**src/rtl/coin_acceptor.sv**
```systemverilog
// Coin-chute front end: synchronises and debounces the optical sensor, times how long
// the beam stays blocked, and turns that length into one coin pulse, a reject, or a jam.
module coin_acceptor #(
  parameter int DB_LEN      = 3,
  parameter int DIME_MIN    = 4,
  parameter int NICKEL_MIN  = 8,
  parameter int QUARTER_MIN = 16,
  parameter int QUARTER_MAX = 31,
  parameter int JAM_LEN     = 64
) (
  input  logic clk,
  input  logic rst_n,
  input  logic sense,
  input  logic accept_en,
  output logic nickel_in,
  output logic dime_in,
  output logic quarter_in,
  output logic reject,
  output logic jam,
  output logic busy
);

  typedef enum logic [2:0] {
    CLEAR,
    IDLE,
    MEASURE,
    CLASSIFY,
    JAMMED
  } state_t;

  localparam logic [3:0] DB_TOP      = 4'(DB_LEN - 1);
  localparam logic [6:0] DIME_L      = 7'(DIME_MIN);
  localparam logic [6:0] NICKEL_L    = 7'(NICKEL_MIN);
  localparam logic [6:0] QUARTER_L   = 7'(QUARTER_MIN);
  localparam logic [6:0] QUARTER_H   = 7'(QUARTER_MAX);
  localparam logic [6:0] JAM_L       = 7'(JAM_LEN);

  logic [1:0] sync_reg;
  logic       db_reg;
  logic       db_prev_reg;
  logic [3:0] db_cnt_reg;
  logic       db_rise;

  state_t     state_reg;
  logic [6:0] len_reg;
  logic       nickel_reg;
  logic       dime_reg;
  logic       quarter_reg;
  logic       reject_reg;
  logic       jam_reg;
  logic       busy_reg;

  logic       is_dime;
  logic       is_nickel;
  logic       is_quarter;

  // Reset parks the chute as "blocked" so a coin present at release is never measured.
  always_ff @(posedge clk) begin
    if (!rst_n) begin
      sync_reg <= 2'b11;
    end else begin
      sync_reg <= {sync_reg[0], sense};
    end
  end

  always_ff @(posedge clk) begin
    if (!rst_n) begin
      db_reg      <= 1'b1;
      db_prev_reg <= 1'b1;
      db_cnt_reg  <= 4'd0;
    end else begin
      db_prev_reg <= db_reg;
      if (sync_reg[1] != db_reg) begin
        if (db_cnt_reg == DB_TOP) begin
          db_reg     <= sync_reg[1];
          db_cnt_reg <= 4'd0;
        end else begin
          db_cnt_reg <= db_cnt_reg + 4'd1;
        end
      end else begin
        db_cnt_reg <= 4'd0;
      end
    end
  end

  assign db_rise = db_reg & ~db_prev_reg;

  assign is_dime    = (len_reg >= DIME_L)    && (len_reg < NICKEL_L);
  assign is_nickel  = (len_reg >= NICKEL_L)  && (len_reg < QUARTER_L);
  assign is_quarter = (len_reg >= QUARTER_L) && (len_reg <= QUARTER_H);

  always_ff @(posedge clk) begin
    if (!rst_n) begin
      state_reg   <= CLEAR;
      len_reg     <= 7'd0;
      nickel_reg  <= 1'b0;
      dime_reg    <= 1'b0;
      quarter_reg <= 1'b0;
      reject_reg  <= 1'b0;
      jam_reg     <= 1'b0;
      busy_reg    <= 1'b1;
    end else begin
      nickel_reg  <= 1'b0;
      dime_reg    <= 1'b0;
      quarter_reg <= 1'b0;
      reject_reg  <= 1'b0;
      case (state_reg)
        CLEAR: begin
          if (!db_reg) begin
            state_reg <= IDLE;
            busy_reg  <= 1'b0;
          end
        end
        IDLE: begin
          if (db_rise) begin
            state_reg <= MEASURE;
            len_reg   <= 7'd1;
            busy_reg  <= 1'b1;
          end
        end
        MEASURE: begin
          if (!db_reg) begin
            state_reg <= CLASSIFY;
          end else begin
            len_reg <= len_reg + 7'd1;
            if (len_reg + 7'd1 == JAM_L) begin
              state_reg <= JAMMED;
              jam_reg   <= 1'b1;
            end
          end
        end
        CLASSIFY: begin
          // accept_en is only looked at here; earlier changes during the coin are ignored.
          state_reg <= IDLE;
          busy_reg  <= 1'b0;
          if (!accept_en) begin
            reject_reg <= 1'b1;
          end else if (is_dime) begin
            dime_reg <= 1'b1;
          end else if (is_nickel) begin
            nickel_reg <= 1'b1;
          end else if (is_quarter) begin
            quarter_reg <= 1'b1;
          end else begin
            reject_reg <= 1'b1;
          end
        end
        JAMMED: begin
          if (!db_reg) begin
            state_reg  <= IDLE;
            jam_reg    <= 1'b0;
            reject_reg <= 1'b1;
            busy_reg   <= 1'b0;
          end
        end
        default: begin
          state_reg <= CLEAR;
          busy_reg  <= 1'b1;
        end
      endcase
    end
  end

  assign nickel_in  = nickel_reg;
  assign dime_in    = dime_reg;
  assign quarter_in = quarter_reg;
  assign reject     = reject_reg;
  assign jam        = jam_reg;
  assign busy       = busy_reg;

endmodule

```
**config.mk**
```make
export PLATFORM = sky130hd
export DESIGN_NAME = coin_acceptor
export DESIGN_NICKNAME = d
export VERILOG_FILES = /design/src/rtl/coin_acceptor.sv
export SDC_FILE = /design/constraint.sdc
export NUM_CORES = 1
export LEC_CHECK = 0
export CAP_MARGIN = 20
export CORE_MARGIN = 4
export CORE_UTILIZATION = 50
export CTS_CLUSTER_DIAMETER = 150
export DETAILED_ROUTE_END_ITERATION = 8
export HOLD_SLACK_MARGIN = 0.12
export PLACE_DENSITY_LB_ADDON = 0.1
export SLEW_MARGIN = 20
export SYNTH_ARGS = -nofsm -noshare
export SYNTH_HDL_FRONTEND = slang
export SYNTH_SLANG_ARGS = --single-unit
```
**constraint.sdc**
```tcl
create_clock -name clk -period 1.3 [get_ports clk]
set_input_delay 0.39 -clock clk [delete_from_list [all_inputs] [get_ports clk]]
set_output_delay 0.39 -clock clk [all_outputs]
set_load 0.01 [all_outputs]
```
==> results.sh, run 1 <==
export IMPL_hold_path_class="flop to flop"
export IMPL_place_gp_congestion=0.875
export IMPL_die_w_um=55.5
export IMPL_yosysWarnings=0
export IMPL_wl_per_cell_um=14.7
export IMPL_ctsHoldBuffers=0
export IMPL_core_area_sq_mm=0.00204
export IMPL_final_core_util_pct=71.0
export IMPL_track_usage_pct=17.2
export IMPL_final_period_utilization_pct=102
export IMPL_use_met3_pct=2.56
export IMPL_top_usage_layer="met2"
export IMPL_power_density_mw_per_mm2=759
export IMPL_drive_gt1_share_pct=32.5
export IMPL_grt_pass1_wl_um=4340
export IMPL_rows=16
export IMPL_via_count=1023
export IMPL_die_y_um=55.5
export IMPL_totalPowerFinal_w=0.00110
export IMPL_netlist_area_sq_mm=0.00113
export IMPL_cts_root_buf="clkbuf_4"
export IMPL_critPathKind="flop to flop"
export IMPL_setup_violations_final=2
export IMPL_yosysSeqAreaShare_pct=42.6
export IMPL_skew_ps=12.6
export IMPL_synthToLayoutAreaGrowth_pct=28.6
export IMPL_cp_max_fo=5
export IMPL_first_global_vias=999
export IMPL_relSlewSlack_pct=76.2
export IMPL_dr_pass1_iters=5
export IMPL_largest_reg_flops=7
export IMPL_violations="negative setup slack"
export IMPL_synth_edf_count=0
export IMPL_boundaryPins=10
export IMPL_cts_buffers_inserted=3
export IMPL_setup_ws_ps=-21.8
export IMPL_via_per_inst=5.65
export IMPL_clock_fmax_mhz=757
export IMPL_grt_max_degree=17
export IMPL_crit_required_ps=1510
export IMPL_cts_tree="built"
export IMPL_diodes=0
export IMPL_whs_ps=454
export IMPL_avgSynthCellArea_sq_um=8.54
export IMPL_initial_core_util_pct=55.2
export IMPL_met1_usage_pct=20.3
export IMPL_critPathArrivalTime_ps=1530
export IMPL_worst_slew_pin_slew_ps=352
export IMPL_antenna_found_initial=0
export IMPL_die_area_sq_mm=0.00308
export IMPL_start_kind="flop"
export IMPL_synthFlopType="dfxtp_1"
export IMPL_path_cells="or3b_4 -> a21o_4 -> o221a_4"
export IMPL_report_final_slew_viol_count=0
export IMPL_worst_path_largest_cell_delay_ps=410
export IMPL_end_kind="flop"
export IMPL_postSynth_asyncResetShare_pct=0
export IMPL_insertion_delay_ps=310
export IMPL_clock_sinks=24
export IMPL_max_cap_violations=0
export IMPL_tns_ps=-27.3
export IMPL_ant_nets=0
export IMPL_syn_nets=140
export IMPL_fin_nets=164
export IMPL_yosysUniqueCellTypes=36
export IMPL_clock_path_buffers=2
export IMPL_grt_overflow=0
export IMPL_path_clk_slew_ps=130
export IMPL_fin_area_sq_mm=0.00145
export IMPL_status="finished with violations"
export IMPL_nFillCells=164
export IMPL_htree_num_levels=1
export IMPL_crit_slowest_cell="or3b_4"
export IMPL_drc=0
export IMPL_use_met2_pct=30.6
export IMPL_syn_inst=132
export IMPL_layout_min_cycle_time_ps=1320
export IMPL_ir_worst_vdd_mv=0.520
export IMPL_port_buffers=9
export IMPL_wirelength_um=2670
export IMPL_rsz0062_at_grt="true"
export IMPL_placed_area_sq_mm=0.00133
export IMPL_ys_ff_latch=24
export IMPL_leakage_nw=0.559
export IMPL_drt_iter0_markers=21
export IMPL_hold_viol=0
export IMPL_dp_hpwl_um=1700
cells in the final DEF, fill, tap and decap left out, drive strengths merged, types with 3 or more instances in the layout:
cell,instances
inv,7
dfxtp,24
nor3,4
buf,14
nor2,15
clkbuf,7
a21oi,5
nand2b,5
nor2b,4
ha,4
nand2,13
nand3,9
o21ai,6
mux2i,3
path summary, 6_finish.rpt:
check / start / end / slack, ps / depth (start not counted)
worst min register to register: sync_reg[0] / sync_reg[1] / 450 / 1
worst max register to register: db_prev_reg / len_reg[4] / -20 / 3
worst max-delay path: db_prev_reg / len_reg[4] / -20 / 3
worst min-delay path: sync_reg[0] / sync_reg[1] / 450 / 1
metal layers:
metal	wire, um	share of wire, %
met5	0	0
met1	1190	45
met4	53	2.0
met3	102	3.8
met2	1320	49
Yosys cell counts, types with 2 or more instances:
| master | number | area share, % |
|---|---|---|
| buf_2 | 2 | 0.89 |
| nor2_1 | 15 | 5.0 |
| clkbuf_1 | 2 | 0.67 |
| nand3_1 | 9 | 4.0 |
| o21ai_0 | 6 | 2.7 |
| mux2i_1 | 3 | 2.7 |
| o21bai_1 | 2 | 1.3 |
| dfxtp_1 | 24 | 43 |
| a31oi_1 | 2 | 1.1 |
| nor3_1 | 4 | 1.8 |
| xor2_1 | 2 | 1.6 |
| nor2b_1 | 4 | 2.2 |
| a21oi_1 | 5 | 2.2 |
| a22oi_1 | 2 | 1.3 |
| inv_1 | 7 | 2.3 |
| o22ai_1 | 2 | 1.1 |
| nand2b_1 | 5 | 2.8 |
| a21o_1 | 2 | 1.3 |
| and3_1 | 2 | 1.1 |
| nand2_1 | 13 | 4.3 |
| ha_1 | 4 | 4.4 |
metrics by stage:
| stage | setup WS [ps] | std cells |
|---|---|---|
| 2_1_floorplan | -11.7 | 132 |
| 6_report | -21.8 | 181 |
| 4_1_cts | -8.19 | 181 |
| 3_5_place_dp | -482 | 176 |
| 5_1_grt | -53.6 | 181 |
| 3_3_place_gp | -452 | 176 |
where the power goes:
part,total [W],switching (W),leakage [nW],internal (W)
sequential,0.000743,0.00000291,0.197,0.000740
clock,0.000320,0.000211,0.0138,0.000108
combinational,0.0000383,0.0000182,0.348,0.0000201
worst max-delay path: cells and delay by family (launching register included):
| kind | cells | cell delay (ps) |
|---|---|---|
| compound gates | 2 | 460 |
| simple gates | 1 | 410 |
| flops | 1 | 350 |
kinds of logic (layout without fill, tap and decap cells):
| kind of cell | count (synthesis) | in the layout | synth area share (%) |
|---|---|---|---|
| AOI/OAI and AO/OA | 28 | 28 | 16.6 |
| muxes | 3 | 3 | 2.66 |
| xor gates and xnor gates | 3 | 3 | 2.33 |
| buffers and inverters | 11 | 33 | 3.89 |
| adders and majority gates | 4 | 4 | 4.44 |
| DFF | 24 | 24 | 42.6 |
| and+or+nand+nor | 59 | 59 | 27.4 |
area by class of cell:
cell class / instances / area [sq um] / share of cell area (%)
inverters: 7 / 26.3 / 1.81
well taps: 27 / 33.8 / 2.33
multi-input cells: 97 / 701 / 48.3
clock buffers: 3 / 22.5 / 1.55
repair buffers: 23 / 174 / 12.0
flip-flops and latches: 24 / 493 / 34.0
repair_timing:
action                                  4_1_cts  5_1_grt
endpoints found under the setup margin       15       21
endpoints found under the hold margin         0        0
buffers inserted                              2        0
pin swaps                                     2        1
resized for setup                            20       27
Power figures use the tool's default switching activity.
==> run 2: changes to the inputs <==
--- a/config.mk
+++ b/config.mk
@@ -6,10 +6,10 @@
 export NUM_CORES = 1
 export LEC_CHECK = 0
 export CAP_MARGIN = 20
-export CORE_MARGIN = 4
-export CORE_UTILIZATION = 50
+export CORE_UTILIZATION = 59
 export CTS_CLUSTER_DIAMETER = 150
 export DETAILED_ROUTE_END_ITERATION = 8
+export GPL_ROUTABILITY_DRIVEN = 0
 export HOLD_SLACK_MARGIN = 0.12
 export PLACE_DENSITY_LB_ADDON = 0.1
 export SLEW_MARGIN = 20
==> constraint.sdc (replaced) <==
create_clock -name clk -period 1.65 [get_ports clk]
set_input_delay 0.495 -clock clk [delete_from_list [all_inputs] [get_ports clk]]
set_output_delay 0.495 -clock clk [all_outputs]
set_load 0.01 [all_outputs]
==> results.sh, run 2 (same netlist as run 1, synthesis figures left out) <==
export IMPL_cp_max_fo=3
export IMPL_drive_gt1_share_pct=8.22
export IMPL_first_global_vias=784
export IMPL_grt_max_degree=17
export IMPL_wl_per_cell_um=12.9
export IMPL_path_clk_slew_ps=140
export IMPL_worst_slew_pin_slew_ps=331
export IMPL_report_final_slew_viol_count=0
export IMPL_ir_worst_vdd_mv=0.731
export IMPL_via_count=962
export IMPL_clock_sinks=24
export IMPL_drc=0
export IMPL_totalPowerFinal_w=0.00105
export IMPL_critPathArrivalTime_ps=1800
export IMPL_htree_num_levels=1
export IMPL_drt_iter0_markers=27
export IMPL_final_core_util_pct=74.5
export IMPL_hold_path_class="flop to flop"
export IMPL_fin_area_sq_mm=0.00131
export IMPL_power_density_mw_per_mm2=796
export IMPL_port_buffers=9
export IMPL_dp_hpwl_um=1550
export IMPL_setup_violations_final=0
export IMPL_end_kind="flop"
export IMPL_ctsHoldBuffers=0
export IMPL_cts_root_buf="clkbuf_4"
export IMPL_relSlewSlack_pct=77.9
export IMPL_ant_nets=0
export IMPL_die_w_um=45.7
export IMPL_mostFrequentLayoutCells="dfxtp_1 (24), nor2_1 (15), nand2_1 (13)"
export IMPL_rows=15
export IMPL_grt_overflow=0
export IMPL_clock_path_buffers=2
export IMPL_hold_viol=0
export IMPL_crit_required_ps=1910
export IMPL_skew_ps=15.6
export IMPL_final_common_cell="dfxtp_1"
export IMPL_largest_reg_flops=7
export IMPL_layout_min_cycle_time_ps=1530
export IMPL_grt_pass1_wl_um=3320
export IMPL_cts_buffers_inserted=3
export IMPL_leakage_nw=0.543
export IMPL_die_area_sq_mm=0.00209
export IMPL_core_area_sq_mm=0.00176
export IMPL_boundaryPins=10
export IMPL_via_per_inst=5.63
export IMPL_max_cap_violations=0
export IMPL_status="finished, final reports clean"
export IMPL_critPathKind="input pin to flop"
export IMPL_die_y_um=45.7
export IMPL_antenna_found_initial=0
export IMPL_diodes=0
export IMPL_synthToLayoutAreaGrowth_pct=16.5
export IMPL_final_period_utilization_pct=92.9
export IMPL_fin_nets=155
export IMPL_start_kind="input pin"
export IMPL_wirelength_um=2200
export IMPL_dp_cells=167
export IMPL_clock_fmax_mhz=652
export IMPL_rsz0062_at_grt="false"
export IMPL_dr_pass1_iters=6
export IMPL_initial_core_util_pct=63.9
export IMPL_insertion_delay_ps=330
export IMPL_placed_area_sq_mm=0.00127
export IMPL_final_instance_count_excl_fill=171
export IMPL_track_usage_pct=22.5
export IMPL_cts_tree="built"
export IMPL_whs_ps=445
-- run 2: critical path, stage by stage --
cell and delay [ps]:
clkdlybuf4s50_1 490, and2b_1 160, nand3_1 120, nor4b_2 330
nor3b_1 210
-- run 2: timing repair --
item / in CTS / in global routing
buffers inserted: 0 / 0
endpoints found under the setup margin: 6 / 0
gates resized for setup: 6 / 0
-- run 2: routing by layer --
layer  track usage (%)  part of all wire, %  wire length [um]
met4              14.7                  1.4                30
met3              2.78                  3.7                82
met1              30.9                   49              1090
met5                 0                    0                 0
met2              33.1                   45              1000
-- run 2: area by class of cell --
| type | count | area (sq um) |
|---|---|---|
| clock inverters | 1 | 30.0 |
| repair buffers | 14 | 120 |
| well taps | 25 | 31.3 |
| flip-flops and latches | 24 | 480 |
| inverters | 7 | 26.3 |
| multi-input cells | 97 | 603 |
| fillers | 156 | 450 |
| clock buffers | 3 | 22.5 |
-- run 2: stage by stage --
step           setup slack (ps)  TNS (ps)
3_3_place_gp               -202      -549
5_1_grt                    8.31         0
4_1_cts                     105         0
2_1_floorplan               257         0
3_5_place_dp               -224      -638
6_report                    117         0
-- run 2: final timing paths --
kind | start | endpoint | slack [ps] | cells past startpoint
setup reg to reg | state_reg[1] | len_reg[2] | 180 | 4
setup / recovery | rst_n | nickel_in | 120 | 5
hold reg to reg | sync_reg[0] | sync_reg[1] | 450 | 1
hold / removal | sync_reg[0] | sync_reg[1] | 450 | 1
-- run 2: power by group --
group | switching (W) | internal [W] | total [W]
Combinational | 0.0000131 | 0.0000156 | 0.0000287
Clock | 0.000186 | 0.000246 | 0.000431
Sequential | 0.00000227 | 0.000583 | 0.000586
Total | 0.000201 | 0.000845 | 0.00105
==> run 3: changes to the inputs <==
--- a/config.mk
+++ b/config.mk
@@ -6,6 +6,7 @@
 export NUM_CORES = 1
 export LEC_CHECK = 0
 export CAP_MARGIN = 20
+export CORE_ASPECT_RATIO = 0.7
 export CORE_UTILIZATION = 59
 export CTS_CLUSTER_DIAMETER = 150
 export DETAILED_ROUTE_END_ITERATION = 8
==> results.sh, run 3 (same netlist as run 1, synthesis figures left out) <==
export IMPL_leakage_nw=0.549
export IMPL_path_clk_slew_ps=140
export IMPL_rows=12
export IMPL_fin_area_sq_mm=0.00133
export IMPL_cts_setup_buffers=0
export IMPL_via_per_inst=6.10
export IMPL_synthToLayoutAreaGrowth_pct=17.8
export IMPL_dr_pass1_iters=4
export IMPL_track_usage_pct=28.5
export IMPL_boundaryPins=10
export IMPL_hold_viol=0
export IMPL_hold_path_class="flop to flop"
export IMPL_totalPowerFinal_w=0.00105
export IMPL_report_final_slew_viol_count=0
export IMPL_path_cells="clkdlybuf4s50_1 -> and2b_1 -> nand3_1 -> nor4b_4 -> o311a_1"
export IMPL_die_y_um=38.6
export IMPL_start_kind="input pin"
export IMPL_worst_path_largest_cell_delay_ps=480
export IMPL_crit_required_ps=1940
export IMPL_insertion_delay_ps=330
export IMPL_fin_nets=155
export IMPL_final_period_utilization_pct=94.1
export IMPL_drc=0
export IMPL_nFillCells=125
export IMPL_via_count=1019
export IMPL_power_density_mw_per_mm2=793
export IMPL_grt_max_degree=17
export IMPL_diodes=0
export IMPL_wl_met3_um=197
export IMPL_core_area_sq_mm=0.00168
export IMPL_register_area_sq_um=480
export IMPL_cp_max_fo=3
export IMPL_wl_met1_um=1050
export IMPL_final_common_cell="dfxtp_1"
export IMPL_antenna_found_initial=0
export IMPL_top_layer="met4"
export IMPL_die_area_sq_mm=0.00209
export IMPL_cts_resized=6
export IMPL_wirelength_um=2470
export IMPL_htree_num_levels=1
export IMPL_clock_fmax_mhz=644
export IMPL_dp_hpwl_um=1720
export IMPL_max_cap_violations=0
export IMPL_ir_worst_vdd_mv=0.723
export IMPL_skew_ps=8.47
export IMPL_status="finished, final reports clean"
export IMPL_critPathKind="input pin to flop"
export IMPL_grt_pass1_wl_um=3980
export IMPL_rsz0062_at_grt="false"
export IMPL_first_global_vias=870
export IMPL_crit_slowest_cell="clkdlybuf4s50_1"
export IMPL_relSlewSlack_pct=78.1
export IMPL_port_buffers=9
export IMPL_critPathArrivalTime_ps=1840
export IMPL_largest_reg_flops=7
export IMPL_placed_area_sq_mm=0.00126
export IMPL_clock_sinks=24
export IMPL_wl_per_cell_um=14.8
export IMPL_cts_buffers_inserted=3
export IMPL_cts_tree="built"
export IMPL_ctsHoldBuffers=0
export IMPL_die_w_um=54.2
export IMPL_setup_violations_final=0
export IMPL_dr_wl_met2_um=1170
export IMPL_cts_root_buf="clkbuf_4"
export IMPL_end_kind="flop"
export IMPL_initial_core_util_pct=67.0
export IMPL_grt_overflow=0
export IMPL_layout_min_cycle_time_ps=1550
export IMPL_ant_nets=0
export IMPL_multi_input_area_sq_um=622
export IMPL_drive_gt1_share_pct=9.59
export IMPL_mostFrequentLayoutCells="dfxtp_1 (24), nor2_1 (15), nand2_1 (13)"
export IMPL_final_core_util_pct=78.9
export IMPL_worst_slew_pin_slew_ps=327
export IMPL_drt_iter0_markers=44
export IMPL_clock_path_buffers=2
==> run 3: cell types whose count changed in the layout (fill, tap and decap cells not counted) <==
cell and change:
nor3b_2 +1, nor4b_4 +1, nor3b_1 -1, nand3_2 +1, nand3_1 -1, nor4b_2 -1
==> run 3: per-layer routing <==
metal / vias up / GRT usage [%]
met3: 7 / 9.80
li1: 486 / -
met4: 0 / 12.2
met1: 479 / 35.0
met5: - / 0
met2: 47 / 45.1
==> run 3: final cells by class <==
type                       count  area share [%]
sequential                    24            36.2
clock inverter                 1            2.26
timing repair buffer          14            9.05
clock buffer                   3            1.70
inverter                       7            1.98
tap                           21            1.98
multi-input combinational     97            46.8
==> run 3: final timing paths <==
| path | start | endpoint | cells past startpoint | slack (ps) |
|---|---|---|---|---|
| setup reg to reg | len_reg[2] | state_reg[2] | 4 | 200 |
| hold / removal | sync_reg[0] | sync_reg[1] | 1 | 410 |
| hold reg to reg | sync_reg[0] | sync_reg[1] | 1 | 410 |
| setup / recovery | rst_n | quarter_in | 5 | 100 |
==> run 3: worst max-delay path, delay by kind of cell <==
kind,cells,cell delay (ps)
AOI/OAI and AO/OA,1,210
buffers and inverters,1,480
and+or+nand+nor,3,640
==> run 3: metrics by stage <==
step                      hold slack, ps  std cells  setup TNS (ps)  worst slack (ps)
after floorplan                      386        132               0               257
after global placement               388        163            -501              -188
after detailed placement             392        163            -631              -213
after CTS                            419        167               0              89.6
after global routing                 462        167               0              33.4
final                                413        167               0              98.1
==> run 3: power by group <==
group	total, W	internal (W)	switching, W	leakage (nW)
Sequential	0.000585	0.000583	0.00000209	0.194
Combinational	0.0000293	0.0000160	0.0000133	0.327
Clock	0.000439	0.000246	0.000192	0.0279
